### config.mk
export PLATFORM = sky130hd
export DESIGN_NAME = id_ex_stage
export DESIGN_NICKNAME = d
export VERILOG_FILES = /design/src/rtl/id_ex_stage_pkg.sv /design/src/rtl/id_ex_stage_fwd_mux.sv /design/src/rtl/id_ex_stage.sv
export SDC_FILE = /design/constraint.sdc
export NUM_CORES = 1
export LEC_CHECK = 0
export ABC_CLOCK_PERIOD_IN_PS = 2400
export BUFFER_PORTS_ARGS = -buffer_cell sky130_fd_sc_hd__buf_2
export CORE_MARGIN = 3
export CORE_UTILIZATION = 30
export DETAILED_ROUTE_END_ITERATION = 8
export PLACE_DENSITY_LB_ADDON = 0.3
export RECOVER_POWER = 100
export SYNTH_ARGS = -nofsm -noshare
export SYNTH_HDL_FRONTEND = slang
export SYNTH_SLANG_ARGS = --single-unit
### constraint.sdc
create_clock -name CLK -period 2.4 [get_ports CLK]
set_input_delay 0.48 -clock CLK [delete_from_list [all_inputs] [get_ports CLK]]
set_output_delay 0.48 -clock CLK [all_outputs]
set_load 0.02 [all_outputs]
### src/rtl/id_ex_stage_pkg.sv
// rtl/id_ex_stage_pkg.sv - register tag encoding, widths and tag-match helper for the ID/EX stage
package id_ex_stage_pkg;

    localparam int TAG_W          = 4;
    localparam int DATA_W         = 16;
    localparam int CTRL_W_DEFAULT = 8;

    // Tags 0-7 are R0-R7; 11-14 are unused encodings.
    typedef enum logic [TAG_W-1:0] {
        TAG_SP   = 4'd8,
        TAG_IH   = 4'd9,
        TAG_T    = 4'd10,
        TAG_NONE = 4'd15
    } tagE;

    // Unused encodings and NONE never produce a match.
    function automatic logic tagMatch(input logic [TAG_W-1:0] t,
                                      input logic [TAG_W-1:0] d,
                                      input logic w);
        return w && (t <= TAG_T) && (t == d);
    endfunction

endpackage

### src/rtl/id_ex_stage_fwd_mux.sv
// rtl/id_ex_stage_fwd_mux.sv - per-operand bypass select: EX/MEM, then MEM/WB, else latched data
module id_ex_stage_fwd_mux
    import id_ex_stage_pkg::*;
(
    input  logic [TAG_W-1:0]  src,
    input  logic [DATA_W-1:0] regData,
    input  logic [TAG_W-1:0]  memDst,
    input  logic              memWe,
    input  logic [DATA_W-1:0] memResult,
    input  logic [TAG_W-1:0]  wbDst,
    input  logic              wbWe,
    input  logic [DATA_W-1:0] wbResult,
    output logic [DATA_W-1:0] operand
);

    // MEM holds the younger producer, so it wins over WB.
    always_comb begin
        operand = regData;
        if (tagMatch(src, memDst, memWe)) begin
            operand = memResult;
        end else if (tagMatch(src, wbDst, wbWe)) begin
            operand = wbResult;
        end
    end

endmodule

### src/rtl/id_ex_stage.sv
// rtl/id_ex_stage.sv - ID/EX pipeline register with RAW bypass and load-use stall
// IDEX_FORWARD_EN selects bypassing; without it the stage interlocks until the producer reaches WB.
module id_ex_stage
    import id_ex_stage_pkg::*;
#(
    parameter int CTRL_W = CTRL_W_DEFAULT
) (
    input  logic              CLK,
    input  logic              RST,
    input  logic              id_valid,
    input  logic [TAG_W-1:0]  id_src1,
    input  logic [TAG_W-1:0]  id_src2,
    input  logic [DATA_W-1:0] id_data1,
    input  logic [DATA_W-1:0] id_data2,
    input  logic [DATA_W-1:0] id_imm,
    input  logic [CTRL_W-1:0] id_ctrl,
    input  logic [TAG_W-1:0]  id_dst,
    input  logic              id_reg_write,
    input  logic              id_mem_read,
    input  logic              flush,
    input  logic [TAG_W-1:0]  mem_dst,
    input  logic              mem_reg_write,
    input  logic [DATA_W-1:0] mem_result,
    input  logic [TAG_W-1:0]  wb_dst,
    input  logic              wb_reg_write,
    input  logic [DATA_W-1:0] wb_result,
    output logic              ex_valid,
    output logic [DATA_W-1:0] ex_op1,
    output logic [DATA_W-1:0] ex_op2,
    output logic [DATA_W-1:0] ex_imm,
    output logic [CTRL_W-1:0] ex_ctrl,
    output logic [TAG_W-1:0]  ex_dst,
    output logic              ex_reg_write,
    output logic              ex_mem_read,
    output logic              stall_id
);

    logic [TAG_W-1:0]  exSrc1;
    logic [TAG_W-1:0]  exSrc2;
    logic [DATA_W-1:0] exData1;
    logic [DATA_W-1:0] exData2;
    logic              loadUse;
    logic              stallRaw;
    logic              bubble;

    assign loadUse = id_valid && ex_valid && ex_mem_read && (ex_dst != TAG_NONE) &&
                     ((id_src1 == ex_dst) || (id_src2 == ex_dst));

`ifdef IDEX_FORWARD_EN
    assign stallRaw = loadUse;

    id_ex_stage_fwd_mux uFwd1 (
        .src       (exSrc1),
        .regData   (exData1),
        .memDst    (mem_dst),
        .memWe     (mem_reg_write),
        .memResult (mem_result),
        .wbDst     (wb_dst),
        .wbWe      (wb_reg_write),
        .wbResult  (wb_result),
        .operand   (ex_op1)
    );

    id_ex_stage_fwd_mux uFwd2 (
        .src       (exSrc2),
        .regData   (exData2),
        .memDst    (mem_dst),
        .memWe     (mem_reg_write),
        .memResult (mem_result),
        .wbDst     (wb_dst),
        .wbWe      (wb_reg_write),
        .wbResult  (wb_result),
        .operand   (ex_op2)
    );
`else
    logic exProducer;
    logic unusedNoFwd;

    // Hold ID while a producer sits in EX or MEM; the regfile covers the WB case.
    assign exProducer = ex_valid && ex_reg_write;
    assign stallRaw   = loadUse ||
                        (id_valid && (tagMatch(id_src1, ex_dst,  exProducer)    ||
                                      tagMatch(id_src2, ex_dst,  exProducer)    ||
                                      tagMatch(id_src1, mem_dst, mem_reg_write) ||
                                      tagMatch(id_src2, mem_dst, mem_reg_write)));

    assign ex_op1 = exData1;
    assign ex_op2 = exData2;

    assign unusedNoFwd = ^{exSrc1, exSrc2, mem_result, wb_dst, wb_reg_write, wb_result};
`endif

    assign stall_id = stallRaw && !RST;
    assign bubble   = flush || stall_id || !id_valid;

    // A bubble is loaded with the same values as reset so nothing downstream can match it.
    always_ff @(posedge CLK) begin
        if (RST || bubble) begin
            ex_valid     <= 1'b0;
            ex_reg_write <= 1'b0;
            ex_mem_read  <= 1'b0;
            ex_dst       <= TAG_NONE;
            exSrc1       <= TAG_NONE;
            exSrc2       <= TAG_NONE;
            exData1      <= '0;
            exData2      <= '0;
            ex_imm       <= '0;
            ex_ctrl      <= '0;
        end else begin
            ex_valid     <= 1'b1;
            ex_reg_write <= id_reg_write;
            ex_mem_read  <= id_mem_read;
            ex_dst       <= id_dst;
            exSrc1       <= id_src1;
            exSrc2       <= id_src2;
            exData1      <= id_data1;
            exData2      <= id_data2;
            ex_imm       <= id_imm;
            ex_ctrl      <= id_ctrl;
        end
    end

endmodule
==> Word level (Yosys, flattened, before mapping) <==
Cells that the tools add are included.
{ "totals": {"ff_bits": 63, "out_inout_bits": 64} }
{ "classes": {"mux": 1, "magnitude_cmp": 2, "eq_ne": 5, "reduce_logical": 25} }
{ "ops": {"columns": ["cell", "n"], "rows": [
  ["== test 4 bit", 4],
  ["logical AND 1 bit", 15],
  ["less-or-equal comparator 4 bit, second input constant", 2],
  ["logical OR 1 bit", 8],
  ["inequality test 4 bit, second input constant", 1],
  ["zero test 1 bit", 2],
  ["2-to-1 mux 1 bit", 1]
]} }

==> Logic depth before layout (Yosys ltp) <==
Gate-level depths: netlist of run 1.
{ "logic_depth": {"word_depth": 13, "mapped_depth": 6, "ltp_nobuf": 5} }

==> Worst setup path after synthesis of run 1 <==
Ideal clock, no wire load.
{ "synth_path": {"path_kind": "in2out", "start": "input id_src2[1]", "end": "output stall_id", "slack_ns": 0.281, "arrival_ns": 1.639, "path_stages": 5, "required_time_ns": 1.920, "cell_sequence": "a21o_1 > a2111oi_0 > a22o_1 > a211oi_1 > nor2_1"} }
{ "synth_via": {"elab_chain_cells": 9, "elab_cells_between_ends": 15, "cone_classes": "order compare: 1; eq/ne: 2; reduce/logical: 12"} }
{ "synth_lines": {"columns": ["item", "line_no", "source"], "rows": [
  ["start, declared", "id_ex_stage.sv:12", "input logic [TAG_W-1:0] id_src2,"],
  ["less-or-equal comparator 4 bit", "id_ex_stage_pkg.sv:20", "return w && (t <= TAG_T) && (t == d);"],
  ["logical AND 1 bit (2 in a row)", "id_ex_stage_pkg.sv:20", null],
  ["logical OR 1 bit", "id_ex_stage.sv:82", "(id_valid && (tagMatch(id_src1, ex_dst, exProducer) ||"],
  ["logical OR 1 bit", "id_ex_stage.sv:83", "tagMatch(id_src2, ex_dst, exProducer) ||"],
  ["logical OR 1 bit", "id_ex_stage.sv:84", "tagMatch(id_src1, mem_dst, mem_reg_write) ||"],
  ["logical AND 1 bit", "id_ex_stage.sv:82", null],
  ["logical OR 1 bit *", "id_ex_stage.sv:81", "assign stallRaw = loadUse ||"],
  ["logical AND 1 bit *", "id_ex_stage.sv:93", "assign stall_id = stallRaw && !RST;"],
  ["end, declared", "id_ex_stage.sv:35", "output logic stall_id"]
]} }
Every way passes the cells marked *; elsewhere a longest branch is shown, timed or not.

==> Worst setup path after layout of run 1 <==
{ "layout_path": {"start": "input id_src1[1]", "end": "output stall_id"} }
{ "layout_via": {"elab_chain_cells": 9, "elab_cells_between_ends": 15, "cone_classes": "order compare: 1; eq/ne: 2; reduce/logical: 12"} }
{ "layout_lines": {"columns": ["item", "line_no", "source"], "rows": [
  ["start, declared", "id_ex_stage.sv:11", "input logic [TAG_W-1:0] id_src1,"],
  ["less-or-equal comparator 4 bit", "id_ex_stage_pkg.sv:20", null],
  ["logical AND 1 bit (2 in a row)", "id_ex_stage_pkg.sv:20", null],
  ["logical OR 1 bit", "id_ex_stage.sv:82", null],
  ["logical OR 1 bit", "id_ex_stage.sv:83", null],
  ["logical OR 1 bit", "id_ex_stage.sv:84", null],
  ["logical AND 1 bit", "id_ex_stage.sv:82", null],
  ["logical OR 1 bit *", "id_ex_stage.sv:81", null],
  ["logical AND 1 bit *", "id_ex_stage.sv:93", null]
]} }
Marks and branches as above.

==> results.toml, run 1 <==
[status]
status = "finished, final reports clean"

[sta]
worst_clock_skew_ns = 0.01221
rsz0062_at_grt = "false"
max_slew_margin_pct = 67.22
finalHoldViolations = 0
finalCriticalPeriod_ns = 2.283
max_freq_mhz = 438.1
drv_slew = 0
finalSetupViolCount = 0
min_period_over_period_pct = 95.11
worst_pin_slew_ns = 0.4917
setup_tns_ns = 0

[detailed_routing]
drt-pass1-iter-count = 4
totalWireLength_mm = 4.673
post-route-drc-count = 0
drt_iter0_drc = 51
antenna_left = 0
wire_per_inst_um = 11.77
vias = 1631
via_per_inst = 4.108

[place]
gp_congestion = 0.8423
dp_hpwl_mm = 3.579
dp_cells = 382
port_buffers = 142

[global_route]
grt_max_degree = 64
grt_antenna_before_repair = 0
grt_overflow = 0
grt_pass1_vias = 1631
track_usage_pct = 12.46
grt_first_pass_wirelength_mm = 7.231

[die]
die_area_um2 = 7609
num_rows = 28
core_area_um2 = 6166
io_pins = 180
die_x_um = 87.23
die_h_um = 87.23
initial_core_util_pct = 32.10

[logic_synthesis]
ys.flop_type = "dfxtp_1"
ys_ff_latch = 63
syn-num-nets = 284
yosys_warnings = 0
synth_area_um2 = 1979
postSynthAreaPerCell_um2 = 11.78
synth_cells = 168
seq_area_frac_synth_pct = 63.72
async_flop_share_pct = 0
synth_edf_count = 0
yosysUniqueCellTypes = 19

[clock_network]
clockBufferDepth = 2
htreeDepth = 3
numCtsBuffers = 9
cts_setup_buffers = 0
cts.sinks = 63
clk_pin_slew_ns = 0.06
insertion_delay_ns = 0.33
cts_tree = "built"
cts_root_buffer = "clkbuf_8"
cts_hold_buf = 0
cts_resized = 0

[pwr]
ir_drop_uv = 481.8
p_leak_nw = 1.309
cellPowerDensity_nw_per_um2 = 771.9

[hold_path]
min_path_type = "in -> reg"

[cells_and_area]
drive_gt1_share_pct = 31.06
fin_cells = 397
nets = 434
final_common_cell = "buf_2"
layout_common_cells = "buf_2, clkbuf_1, dfxtp_1, and2_1, xor2_1"
area_growth_pct = 47.60
n_antenna_cell = 0

[critical_path]
crit_fanout = 3
required_ns = 1.92
crit_arrival_ns = 1.80
reg2reg_setup_slack_ns = 0.16
critPathKind = "in -> out"
startpoint_type = "input pin"
cp-end-kind = "primary output"

[run]
maxCapViolations = 0
## path summary, 6_finish.rpt
kind,startpoint,endpoint,cells past startpoint
setup / recovery,id_src1[1],stall_id,7
hold / removal,id_dst[0],ex_dst[0],2
setup reg to reg,ex_dst[0],ex_dst[0],6
hold reg to reg,ex_reg_write,ex_valid,3
## registers in the layout, summed over array words and instances (netlist names)
name          flops
ex_ctrl           8
ex_dst            4
ex_imm           16
ex_mem_read       1
ex_op1           16
ex_op2           16
ex_reg_write      1
ex_valid          1
## report_power, final
part	switching [mW]	internal (mW)	total, mW	leakage [nW]
clock network	0.373	0.604	0.977	0.109
registers	0.00994	1.08	1.09	0.513
logic	0.103	0.0893	0.193	0.687
total	0.486	1.77	2.26	1.31
## cell families (layout without fill, tap and decap cells)
| group | after synthesis | count (layout) | share of synthesized area [%] |
|---|---|---|---|
| AOI/OAI and AO/OA | 9 | 9 | 4.868 |
| xor gates and xnor gates | 16 | 16 | 7.079 |
| DFF | 63 | 63 | 63.72 |
| and+or+nand+nor | 73 | 73 | 22.50 |
| buffers and inverters | 7 | 161 | 1.833 |
## synthesized netlist by cell type (2+ instances only)
cell | count | area share (%)
nand2_1 | 2 | 0.38
and2_1 | 59 | 19
a2111oi_0 | 2 | 0.89
a21o_1 | 2 | 0.76
nor2_1 | 3 | 0.57
a22o_1 | 2 | 0.89
dfxtp_1 | 63 | 64
nor4_1 | 2 | 0.63
clkbuf_2 | 5 | 1.3
nand2b_1 | 4 | 1.3
xor2_1 | 16 | 7.1
## critical path, cell delays in order
cell	delay, ns
buf_2	0.12
a21o_1	0.19
a2111oi_1	0.47
a22o_1	0.22
a211oi_1	0.06
nor2_1	0.09
buf_2	0.16
## layer usage
metal | vias up | wire [um] | GRT usage [%]
met2 | 85 | 2299 | 20.57
met5 | - | 0 | 0
met1 | 713 | 1772 | 13.08
met3 | 4 | 562 | 6.812
met4 | 0 | 38 | 5.439
li1 | 829 | - | -
## layout make-up
class / instances / area, um^2
tap: 75 / 93.84
timing repair buffer: 145 / 654.4
sequential: 63 / 1261
clock inverter: 4 / 70.07
multi-input combinational: 98 / 696.9
inverter: 1 / 3.754
clock buffer: 11 / 141.4
fill: 633 / 3244
## metrics by stage
| step | util, % | setup WS (ns) | hold slack (ns) | instance area (um^2) | power (mW) |
|---|---|---|---|---|---|
| floorplan | - | 0.2808 | 0.5764 | 1979 | 1.204 |
| global placement | 45.19 | 0.04293 | 0.6624 | 2786 | 1.306 |
| detailed placement | 45.19 | 0.02953 | 0.6695 | 2786 | 1.310 |
| CTS | 48.62 | 0.01643 | 0.3188 | 2998 | 2.302 |
| global route | 47.38 | 0.01026 | 0.3221 | 2922 | 2.362 |
| finish | 47.38 | 0.1172 | 0.3438 | 2922 | 2.255 |
No activity file was read; power rests on OpenSTA's default activity.
==> run 2, diff against run 1 <==
Settings changed: ABC_AREA set to 1, CAP_MARGIN set to 20.
==> run 2 against run 1 <==
Utilization fell by 3.3 points. First-iteration DRC count fell by 16%. Critical path depth rose by 2. Sequential power barely moved. Highest routed layer unchanged. Sequential cell count did not move. Via count rose by 29%. Final cell count rose by 38%.
==> results.toml, run 2 <==
[cells_and_area]
multiInputGateArea_um2 = 566.8
fillers = 776
layout_common_cells = "inv_1, buf_2, nor2_1, nand2_1, clkbuf_1"
seq_area_um2 = 1261
drive_gt1_share_pct = 21.51
area_growth_pct = 39.41
final_common_cell = "inv_1"
n_antenna_cell = 0
nets = 562

[place]
dp_hpwl_mm = 4.148
port_buffers = 142
gp_congestion = 0.8136

[die]
core_area_um2 = 6944
die_x_um = 91.58
num_rows = 30
io_pins = 180
die_h_um = 91.58
die_area_um2 = 8387
initial_core_util_pct = 31.64

[global_route]
grt_overflow = 0
track_usage_pct = 12.65
grt_antenna_before_repair = 0
grt_pass1_vias = 1935
grt_first_pass_wirelength_mm = 8.466
grt_max_degree = 45

[clock_network]
cts_root_buffer = "clkbuf_8"
cts_tree = "built"
numCtsBuffers = 9
clk_pin_slew_ns = 0.06
insertion_delay_ns = 0.33
htreeDepth = 3
cts_hold_buf = 0
cts_setup_buffers = 0
cts.sinks = 63
cts_resized = 0
clockBufferDepth = 2

[logic_synthesis]
ys_ff_latch = 63
seq_area_frac_synth_pct = 57.40
yosys_warnings = 0
synth_cells = 297
synth_commonest_cells = "inv_1, nor2_1, nand2_1"
synth_area_um2 = 2197
synth_edf_count = 0
postSynthAreaPerCell_um2 = 7.398
async_flop_share_pct = 0
yosysTopAreaCellShare_pct = 57.40
yosysMostFrequentCell = "inv_1"
yosysTopAreaCell = "dfxtp_1"
yosysUniqueCellTypes = 14
synth_area_leaders = "dfxtp_1, inv_1, nor2_1"
ys.flop_type = "dfxtp_1"
syn-num-nets = 413

[detailed_routing]
drt_iter0_drc = 43
post-route-drc-count = 0
drt-pass1-iter-count = 4
wire_per_inst_um = 9.704
antenna_left = 0
totalWireLength_mm = 5.308
via_per_inst = 3.854
vias = 2108

[pwr]
cellPowerDensity_nw_per_um2 = 674.8
totalPowerFinal_mw = 2.067
ir_drop_uv = 348.6
p_leak_nw = 1.772

[sta]
worst_pin_slew_ns = 0.8683
min_period_over_period_pct = 90.45
max_slew_margin_pct = 42.11
finalSetupViolCount = 0
max_freq_mhz = 460.7
setup_tns_ns = 0
worst_clock_skew_ns = 0.01267
finalCriticalPeriod_ns = 2.171
drv_slew = 0
rsz0062_at_grt = "false"
finalHoldViolations = 0

[status]
status = "finished, final reports clean"

[critical_path]
path_cells = "inv_1, nand2_1, nand2_1, nor2_1, nand2_1, nand2_1, nand2_1, a31oi_1, clkbuf_2"
cp_slowest_cell = "dfxtp_1"
crit_fanout = 5
crit_path_frequent_cell = "nand2_1"
worst-path-buf-inv = 2
cp-end-kind = "primary output"
crit_path_max_incr_delay_ns = 0.42
startpoint_type = "flip-flop"
cpLargestDelayFamily = "simple AND/OR/NAND/NOR gates"
crit_arrival_ns = 1.69
critPathKind = "reg -> out"
required_ns = 1.92

[hold_path]
min_path_type = "in -> reg"

[run]
maxCapViolations = 0
-- run 2: cell types whose count changed after synthesis, sizes merged, moves of 16 or more --
cell   change
and2      -59
inv       +81
nor2      +66
xor2      -16
nand2     +65
-- run 2: worst min-delay path, delay by kind of cell --
| kind | cells | cell delay, ns |
|---|---|---|
| simple gates | 1 | 0.05 |
| buf+inv | 2 | 0.10 |
-- run 2: per-stage QoR --
stage / hold slack, ns / instance area, um^2 / setup slack, ns / utilization, % / cells
global route: 0.3271 / 3063 / 0.05053 / 44.11 / 547
detailed placement: 0.6665 / 3003 / 0.4043 / 43.24 / 531
finish: 0.3383 / 3063 / 0.2292 / 44.11 / 547
floorplan: 0.5722 / 2197 / 0.5326 / - / 297
global placement: 0.6622 / 3003 / 0.4188 / 43.24 / 531
CTS: 0.3203 / 3169 / 0.2208 / 45.64 / 547
-- run 2: worst paths after layout --
check	from	depth (start not counted)	slack, ns	endpoint
worst max-delay path	ex_dst[3]	9	0.23	stall_id
worst min register to register	ex_dst[0]	4	0.84	ex_valid
worst min-delay path	id_dst[2]	3	0.34	ex_dst[2]
worst max register to register	ex_dst[3]	10	0.39	ex_op2[5]
-- run 2: final cells by class --
cell class / count / share of cell area, %
inverters: 82 / 10.05
well taps: 96 / 3.922
clock buffers: 11 / 4.289
repair buffers: 144 / 20.92
flip-flops and latches: 63 / 41.18
multi-input cells: 146 / 18.50
clock inverters: 5 / 1.144
-- run 2: kinds of logic (layout without fill, tap and decap cells) --
kind of cell    count (synthesis)  after routing  share of synthesized area, %
buf+inv                        88            242                         16.40
simple gates                  142            142                         25.06
flops                          63             63                         57.40
compound gates                  4              4                         1.139
-- run 2: per-layer routing --
layer	routed length, um	global-route usage, %
met1	2118	13.30
met2	2561	21.36
met3	499	5.634
met4	128	6.156
met5	0	0
-- run 2: power by group --
part	leakage, nW	internal, mW	switching (mW)
logic	1.18	0.0864	0.132
registers	0.513	1.08	0.00974
clock network	0.0833	0.375	0.389
==> run 3, diff against run 2 <==
Settings changed: CTS_BUF_LIST set to sky130_fd_sc_hd__clkbuf_4 sky130_fd_sc_hd__clkbuf_8 sky130_fd_sc_hd__clkbuf_16.
==> run 3 against run 2 <==
Clock power grew 3.1%. Final cell count is the same. Wire length is the same. Fmax is essentially flat. Global-route usage is essentially flat. Via count is essentially flat. Register-to-register slack is essentially flat. Sequential power is essentially flat. Count of clock-buffer cells in the layout is the same. Critical path depth is the same. Largest power group unchanged.
==> results.toml, run 3 (same netlist as run 2, synthesis figures left out) <==
[global_route]
grt_first_pass_wirelength_mm = 8.459
track_usage_pct = 12.63
grt_overflow = 0
grt_max_degree = 45
grt_antenna_before_repair = 0
grt_pass1_vias = 1939

[detailed_routing]
vias = 2107
wire_per_inst_um = 9.704
via_per_inst = 3.852
antenna_left = 0
drt_iter0_drc = 43
post-route-drc-count = 0
totalWireLength_mm = 5.308
drt-pass1-iter-count = 4

[die]
io_pins = 180
num_rows = 30
die_h_um = 91.58
initial_core_util_pct = 31.64
die_area_um2 = 8387
core_area_um2 = 6944
die_x_um = 91.58

[critical_path]
reg2reg_setup_slack_ns = 0.39
cp-end-kind = "primary output"
critPathKind = "reg -> out"
required_ns = 1.92
reg2regPathDepth = 10
crit_arrival_ns = 1.69
rr_startpoint = "ex_dst[3]"
r2r-end = "ex_imm[15]"
startpoint_type = "flip-flop"
crit_fanout = 5

[clock_network]
cts_resized = 0
clockBufferDepth = 2
cts_tree = "built"
cts.sinks = 63
cts_setup_buffers = 0
cts_hold_buf = 0
insertion_delay_ns = 0.33
numCtsBuffers = 9
cts_root_buffer = "clkbuf_8"
clk_pin_slew_ns = 0.06
htreeDepth = 3

[cells_and_area]
fin_cells = 547
final_common_cell = "inv_1"
fillers = 774
n_antenna_cell = 0
nets = 562
fin_area_um2 = 3070
drive_gt1_share_pct = 21.95
area_growth_pct = 39.75
layout_common_cells = "inv_1, buf_2, nor2_1, nand2_1, clkbuf_1"

[place]
dp_hpwl_mm = 4.148
dp_cells = 531
dp_slack_ns = 0.4043
port_buffers = 142
gp_congestion = 0.8136
postPlaceCellArea_um2 = 3003

[hold_path]
hold_path_depth = 3
whs_endpoint = "ex_dst[2]"
min_path_type = "in -> reg"
min_from = "id_dst[2]"

[pwr]
cellPowerDensity_nw_per_um2 = 681.0
pwr-share-seq_pct = 51.9
power.share.combinational_pct = 10.4
p_switching_mw = 0.5320
p_leak_nw = 1.779
ir_drop_uv = 349.1
clkPwrFrac_pct = 37.7
intPower_mw = 1.559
sw_frac_of_total_pct = 25.44

[sta]
rsz0062_at_grt = "false"
drv_slew = 0
setup_tns_ns = 0
worst_clock_skew_ns = 0.01368
finalSetupViolCount = 0
max_freq_mhz = 460.4
finalCriticalPeriod_ns = 2.172
worst_pin_slew_ns = 0.8689
setup_slack_ns = 0.2282
hold_ws_ns = 0.3387
finalHoldViolations = 0
max_slew_margin_pct = 42.08
min_period_over_period_pct = 90.49

[run]
maxCapViolations = 0

[status]
status = "finished, final reports clean"
[run 3: cell counts in the layout (fill, tap and decap cells not counted)]
No cell type changed its count.
[run 3: critical path: stages (launching register included)]
cell and delay [ns]:
dfxtp_1 0.42, inv_1 0.08, nand2_1 0.06, nand2_1 0.05
nor2_1 0.13, nand2_1 0.07, nand2_1 0.06, nand2_1 0.07
a31oi_1 0.22, clkbuf_2 0.20
[run 3: worst max-delay path by stage]
stage / start / end / slack (ns) / depth (start not counted)
4_1_cts: ex_dst[3] / stall_id / 0.22 / 9
5_1_grt: ex_dst[3] / stall_id / 0.05 / 9
6_report: ex_dst[3] / stall_id / 0.23 / 9
2_1_floorplan: ex_dst[1] / stall_id / 0.53 / 8
3_5_place_dp: id_src1[1] / stall_id / 0.40 / 10
3_3_place_gp: id_src1[1] / stall_id / 0.42 / 10
[run 3: metal layers]
layer  share of wire (%)  up-vias  wire length, um  global-route usage [%]
met1                  40      887             2113                   13.30
met5                   0        -                0                       0
met3                 9.4       10              499                   5.634
met2                  48       87             2574                   21.30
met4                 2.3        0              121                   6.156
li1                    -     1123                -                       -
[run 3: final cells by class]
class	instances	area, um^2	area share, %
Sequential cell	63	1261	41.08
Multi-Input combinational cell	146	566.8	18.46
Clock inverter	5	35.03	1.141
Inverter	82	307.8	10.02
Timing Repair Buffer	144	640.6	20.86
Clock buffer	11	138.9	4.523
Tap cell	96	120.1	3.912
[run 3: power by group through the flow]
stage          combinational, mW  clock [mW]  sequential [mW]
6_report                   0.218       0.788             1.08
3_3_place_gp               0.229           0             1.11
2_1_floorplan             0.0826           0             1.15
3_5_place_dp               0.232           0             1.11
5_1_grt                    0.249       0.875             1.09
4_1_cts                    0.233       0.828             1.08
[run 3: through the flow]
| stage | utilization [%] | total power [mW] |
|---|---|---|
| after global routing | 44.22 | 2.211 |
| after CTS | 45.75 | 2.145 |
| after detailed placement | 43.24 | 1.340 |
| after floorplan | - | 1.229 |
| final | 44.22 | 2.091 |
| after global placement | 43.24 | 1.336 |
